**src/rtl/dq_pkg.sv**
```systemverilog
// Shared types and helpers for the DQ latch-word write sequencer.
// Word width, FSM state encoding and the arr_q word-slice helper live here.
package dq_pkg;

   localparam int DQ_W        = 4;
   localparam int MAX_WORDS   = 64;
   localparam int SLICE_IDX_W = 6;

   typedef enum logic [2:0] {
      IDLE,
      SETUP,
      STROBE,
      HOLD,
      READ,
      RESP
   } seq_state_t;

   // Callers zero-extend their Q bus to MAX_WORDS words; the shifted index assumes DQ_W == 4.
   function automatic logic [DQ_W-1:0] word_slice(input logic [DQ_W*MAX_WORDS-1:0] q,
                                                  input logic [SLICE_IDX_W-1:0]    idx);
      return q[{idx, 2'b00} +: DQ_W];
   endfunction

endpackage

```
**src/rtl/dq_addr_dec.sv**
```systemverilog
// One-hot word-enable decoder with an out-of-range flag.
// Purely combinational; the sequencer registers its outputs.
module dq_addr_dec
   import dq_pkg::*;
#(
   parameter int NWORDS = 8,
   parameter int AW     = 3
) (
   input  logic              en,
   input  logic [AW-1:0]     addr,
   output logic [NWORDS-1:0] onehot,
   output logic              oor
);

   // An out-of-range address never selects a word, even with en high.
   always_comb begin
      oor    = (32'(addr) >= 32'(NWORDS));
      onehot = '0;
      for (int i = 0; i < NWORDS; i++) begin
         if (en && !oor && (32'(addr) == 32'(i))) onehot[i] = 1'b1;
      end
   end

endmodule

```
**src/rtl/dq_word_write_seq.sv**
```systemverilog
// Sequencer driving a bank of 4-bit DQ latch words from one valid/ready port:
// setup / strobe / hold write pattern, single-cycle read, then a one-cycle response.
module dq_word_write_seq
   import dq_pkg::*;
#(
   parameter int NWORDS     = 8,
   parameter int AW         = 3,
   parameter int SETUP_CYC  = 1,
   parameter int STROBE_CYC = 1,
   parameter int HOLD_CYC   = 1
) (
   input  logic                   clk,
   input  logic                   rst_n,
   input  logic                   req_valid,
   output logic                   req_ready,
   input  logic                   req_we,
   input  logic [AW-1:0]          req_addr,
   input  logic [DQ_W-1:0]        req_wdata,
   output logic                   rsp_valid,
   output logic [DQ_W-1:0]        rsp_rdata,
   output logic                   rsp_err,
   output logic [DQ_W-1:0]        arr_d,
   output logic [NWORDS-1:0]      arr_en,
   input  logic [DQ_W*NWORDS-1:0] arr_q
);

   localparam int MAX_SH  = (SETUP_CYC > STROBE_CYC) ? SETUP_CYC : STROBE_CYC;
   localparam int MAX_CYC = (MAX_SH > HOLD_CYC) ? MAX_SH : HOLD_CYC;
   localparam int CW      = (MAX_CYC > 1) ? $clog2(MAX_CYC) : 1;

   if (SETUP_CYC < 1 || STROBE_CYC < 1 || HOLD_CYC < 1) begin : g_bad_cyc
      $error("dq_word_write_seq: SETUP_CYC, STROBE_CYC and HOLD_CYC must all be >= 1");
   end
   if (NWORDS < 2 || NWORDS > (2**AW) || AW > SLICE_IDX_W) begin : g_bad_size
      $error("dq_word_write_seq: NWORDS must be in 2..2**AW and AW at most SLICE_IDX_W");
   end

   seq_state_t              state, state_nxt;
   logic [CW-1:0]           cnt, cnt_nxt;
   logic [AW-1:0]           addr_q, addr_nxt;
   logic [DQ_W-1:0]         wdata_q, wdata_nxt;
   logic                    accept;
   logic [NWORDS-1:0]       en_nxt;
   logic                    oor_nxt;
   logic [DQ_W-1:0]         d_nxt, rdata_nxt;
   logic [DQ_W*MAX_WORDS-1:0] q_ext;

   assign accept    = req_valid && req_ready;
   assign addr_nxt  = accept ? req_addr  : addr_q;
   assign wdata_nxt = accept ? req_wdata : wdata_q;

   always_comb begin
      q_ext = '0;
      q_ext[DQ_W*NWORDS-1:0] = arr_q;
   end

   // Next state; the phase counter reloads on every phase entry and counts down to zero.
   always_comb begin
      state_nxt = state;
      cnt_nxt   = (cnt != '0) ? cnt - CW'(1) : cnt;
      case (state)
         IDLE: begin
            if (accept) begin
               state_nxt = req_we ? SETUP : READ;
               cnt_nxt   = CW'(SETUP_CYC - 1);
            end
         end
         SETUP: begin
            if (cnt == '0) begin
               state_nxt = STROBE;
               cnt_nxt   = CW'(STROBE_CYC - 1);
            end
         end
         STROBE: begin
            if (cnt == '0) begin
               state_nxt = HOLD;
               cnt_nxt   = CW'(HOLD_CYC - 1);
            end
         end
         HOLD:    if (cnt == '0) state_nxt = RESP;
         READ:    state_nxt = RESP;
         RESP:    state_nxt = IDLE;
         default: state_nxt = IDLE;
      endcase
   end

   dq_addr_dec #(
      .NWORDS (NWORDS),
      .AW     (AW)
   ) u_dec (
      .en     (state_nxt == STROBE),
      .addr   (addr_nxt),
      .onehot (en_nxt),
      .oor    (oor_nxt)
   );

   // Outputs are computed from the next state so every port comes straight off a flop.
   always_comb begin
      d_nxt     = '0;
      rdata_nxt = rsp_rdata;
      if (state_nxt inside {SETUP, STROBE, HOLD}) d_nxt = wdata_nxt;
      if (state_nxt == RESP) begin
         rdata_nxt = oor_nxt ? '0 : word_slice(q_ext, SLICE_IDX_W'(addr_nxt));
      end
   end

   always_ff @(posedge clk) begin
      if (!rst_n) begin
         state     <= IDLE;
         cnt       <= '0;
         addr_q    <= '0;
         wdata_q   <= '0;
         req_ready <= 1'b1;
         rsp_valid <= 1'b0;
         rsp_rdata <= '0;
         rsp_err   <= 1'b0;
         arr_d     <= '0;
         arr_en    <= '0;
      end else begin
         state     <= state_nxt;
         cnt       <= cnt_nxt;
         addr_q    <= addr_nxt;
         wdata_q   <= wdata_nxt;
         req_ready <= (state_nxt == IDLE);
         rsp_valid <= (state_nxt == RESP);
         rsp_rdata <= rdata_nxt;
         rsp_err   <= (state_nxt == RESP) && oor_nxt;
         arr_d     <= d_nxt;
         arr_en    <= en_nxt;
      end
   end

endmodule
```
**config.mk**
```make
export PLATFORM = sky130hd
export DESIGN_NAME = dq_word_write_seq
export DESIGN_NICKNAME = d
export VERILOG_FILES = /design/src/rtl/dq_pkg.sv /design/src/rtl/dq_addr_dec.sv /design/src/rtl/dq_word_write_seq.sv
export SDC_FILE = /design/constraint.sdc
export NUM_CORES = 1
export LEC_CHECK = 0
export CAP_MARGIN = 20
export CELL_PAD_IN_SITES_DETAIL_PLACEMENT = 1
export CELL_PAD_IN_SITES_GLOBAL_PLACEMENT = 2
export CORE_ASPECT_RATIO = 0.8
export CORE_MARGIN = 3
export CORE_UTILIZATION = 25
export CTS_BUF_LIST = sky130_fd_sc_hd__clkbuf_8
export CTS_CLUSTER_DIAMETER = 30
export DETAILED_ROUTE_END_ITERATION = 10
export HOLD_SLACK_MARGIN = 0.06
export PLACE_DENSITY_LB_ADDON = 0.08
export SYNTH_ARGS = -nofsm -noshare
export SYNTH_HDL_FRONTEND = slang
export SYNTH_SLANG_ARGS = --single-unit
export TNS_END_PERCENT = 30
```
**constraint.sdc**
```tcl
create_clock -name clk -period 2.2 [get_ports clk]
set_clock_uncertainty 0.1 [all_clocks]
set_input_delay 0.44 -clock clk [delete_from_list [all_inputs] [get_ports clk]]
set_output_delay 0.44 -clock clk [all_outputs]
set_load 0.1 [all_outputs]
```
==> metrics, run 1 <==
drt first pass iters=4; final core utilization=between 40% and 50%; 1st-iter DRT viols=32; synthesized cell area=between 1000 and 1500 µm²; Crit path top cell by count=buf_4; worst skew pair latency=approximately 0.27 ns; Core Footprint=5210 µm²; Fin. Hold Viols=0; Mean Syn Cell Area=roughly 10 µm²; CP Cell Sequence=clkdlybuf4s50_1 > buf_4 > a211o_1 > o31ai_4 > buf_4 > a221oi_1 > a211oi_2; Layout Area Growth over Synthesis=62.1%; Synthesis Warnings=0; sequential share of the synthesized area=40.1%; share of layout cells above drive strength 1=around 28%; # rows=23; final period utilization=94.1%; Final WS setup=0.130 ns; Hold Path Class=register to register; RSZ-0062 raised after global routing=no; arrival time at the worst endpoint=approximately 2.1 ns; clk root buf=clkbuf_8; Seq cells post-synth=28; Reg clk slew, reported paths=around 0.10 ns; # resized after CTS=0; drt total wl=around 4500 µm; via count=between 1000 and 1500; Die Y=72.8 µm; ys flop type=dfxtp_1; port bufs=60; Final Wtd Congestion=just under 0.8; WL/cell=~16 µm; Netlist cell types=45; Die Width=roughly 90 µm; CTS Sinks=28; Clock H-tree levels=1; Placed Area=2170 µm²; Max Clk Rate=just under 0.5 GHz; most frequent cell after synthesis=dfxtp_1; setup violators final=0; die footprint=about 6500 µm²; # IOs=62; first-pass GRT wire length=between 7000 and 8000 µm; post-route cell area=2260 µm²; slowest cell delay on critical path=0.61 ns; vias in the first global route=~1500; initial antenna violation count=0; ys async rst share=0%; via-per-instance ratio=around 4.6; sequential cell area=562 µm²; Setup WS pre-CTS=-0.252 ns; PwrDens=947 nW/µm²; Multi-input gate area=around 800 µm²; total gr overflow=0; Critical Path Sink Type=register; clk buf depth=2; maximum vdd drop=between 0.6 and 0.7 mV; CTS tree=yes; hold-fix buffer count after cts=0; Maximum Capacitance Violations=0; Final min period=around 2.1 ns; Nets=262; initial core utilization=26.8%; Yosys top cell area share=~40%; EDFF count, synth=0; Synth area leader=dfxtp_1; Total GRT Usage=approximately 14%; slowest cell on the critical path=clkdlybuf4s50_1; antenna-violating nets left=0; CP required=roughly 2.3 ns; diodes inserted=0; Pins Over Slew Limit=0; Synth area leaders=dfxtp_1 (40%), mux2i_1 (5.0%), mux2_2 (4.8%); Post-DP HPWL=3790 µm; DRC=0; worst-path fanout max=7; CP startpoint kind=input pin; Post-synth top cells=dfxtp_1 (28), nor2_1 (11), nand2_1 (10); type of the worst setup path=input pin to register; postcts setup bufs=0; Synth Instances=140; TritonCTS Buffers=3; filler instances=600; Lkg Pwr=between 0.9 and 1 nW; status=finished, final reports clean; Syn Nets=183; largest net degree at the start of global routing=17
## metrics by stage
step	instances	hold slack, ns	TNS [ns]	total power (W)
3_5_place_dp	289	0.387	-0.921	0.00175
4_1_cts	293	0.411	0	0.00217
6_report	293	0.399	0	0.00214
3_3_place_gp	289	0.372	-0.823	0.00173
2_1_floorplan	140	0.360	0	0.00139
5_1_grt	293	0.442	0	0.00226
## logic make-up (layout without fill, tap and decap cells)
kind of cell	Yosys count	count (layout)	synth area share, %
AOI/OAI and AO/OA	35	35	21.6
xor gates and xnor gates	1	1	0.627
buffers and inverters	7	85	3.85
DFF	28	28	40.1
muxes	14	14	11.5
other	1	1	0.269
and+or+nand+nor	54	54	22.0
## state kept, by name (all words and copies together), names as in the netlist
register,cells
rsp_valid,1
wdata_q,4
state,3
rsp_rdata,4
arr_d,4
req_ready,1
addr_q,3
arr_en,8
## report_power, final
group / switching [W] / internal (W)
logic: 0.000644 / 0.000416
clock network: 0.000159 / 0.000243
registers: 0.0000936 / 0.000587
total: 0.000897 / 0.00125
## per-layer routing
layer	vias up	GRT usage, %	part of all wire (%)
li1	670	-	-
met2	23	25.0	49
met3	4	3.84	4.1
met1	653	18.5	46
met4	0	1.32	0.64
met5	-	0	0
## worst max-delay path, delay by kind of cell
| family | cells | cell delay (ns) |
|---|---|---|
| AO/OA/AOI/OAI | 4 | 0.70 |
| buffers and inverters | 3 | 0.99 |
## layout make-up
class                      instances  area share (%)
tap                               75            4.15
inverter                           1           0.166
multi-input combinational        105            35.4
clock inverter                     1            1.33
clock buffer                       3            1.82
sequential                        28            24.8
timing repair buffer              80            32.3
## final timing paths
path                            startpoint           end  slack (ns)  cells after the start
worst max-delay path             req_valid  rsp_rdata[3]        0.13                      7
worst min-delay path            wdata_q[3]      arr_d[3]        0.40                      2
worst max register to register    state[2]  rsp_rdata[2]        0.33                      5
worst min register to register  wdata_q[3]      arr_d[3]        0.40                      2
## cell usage in the layout (no fill, tap or decap), types with 3 or more instances in the layout
master	instances
a21oi_1	3
a221o_1	4
and2_1	3
and3_1	3
buf_4	36
clkbuf_8	3
clkdlybuf4s50_1	42
dfxtp_1	27
mux2_2	6
mux2i_1	7
nand2_1	10
nor2_1	11
nor2b_1	9
o21a_1	6
o21ai_0	6
No activity file was read; power rests on OpenSTA's default activity.
==> run 2: changes to the inputs <==
--- a/config.mk
+++ b/config.mk
@@ -5,7 +5,7 @@
 export SDC_FILE = /design/constraint.sdc
 export NUM_CORES = 1
 export LEC_CHECK = 0
-export CAP_MARGIN = 20
+export CAP_MARGIN = 40
 export CELL_PAD_IN_SITES_DETAIL_PLACEMENT = 1
 export CELL_PAD_IN_SITES_GLOBAL_PLACEMENT = 2
 export CORE_ASPECT_RATIO = 0.8
==> results of run 2 <==
The final DEF is identical to that of run 1; final timing and power are the same.
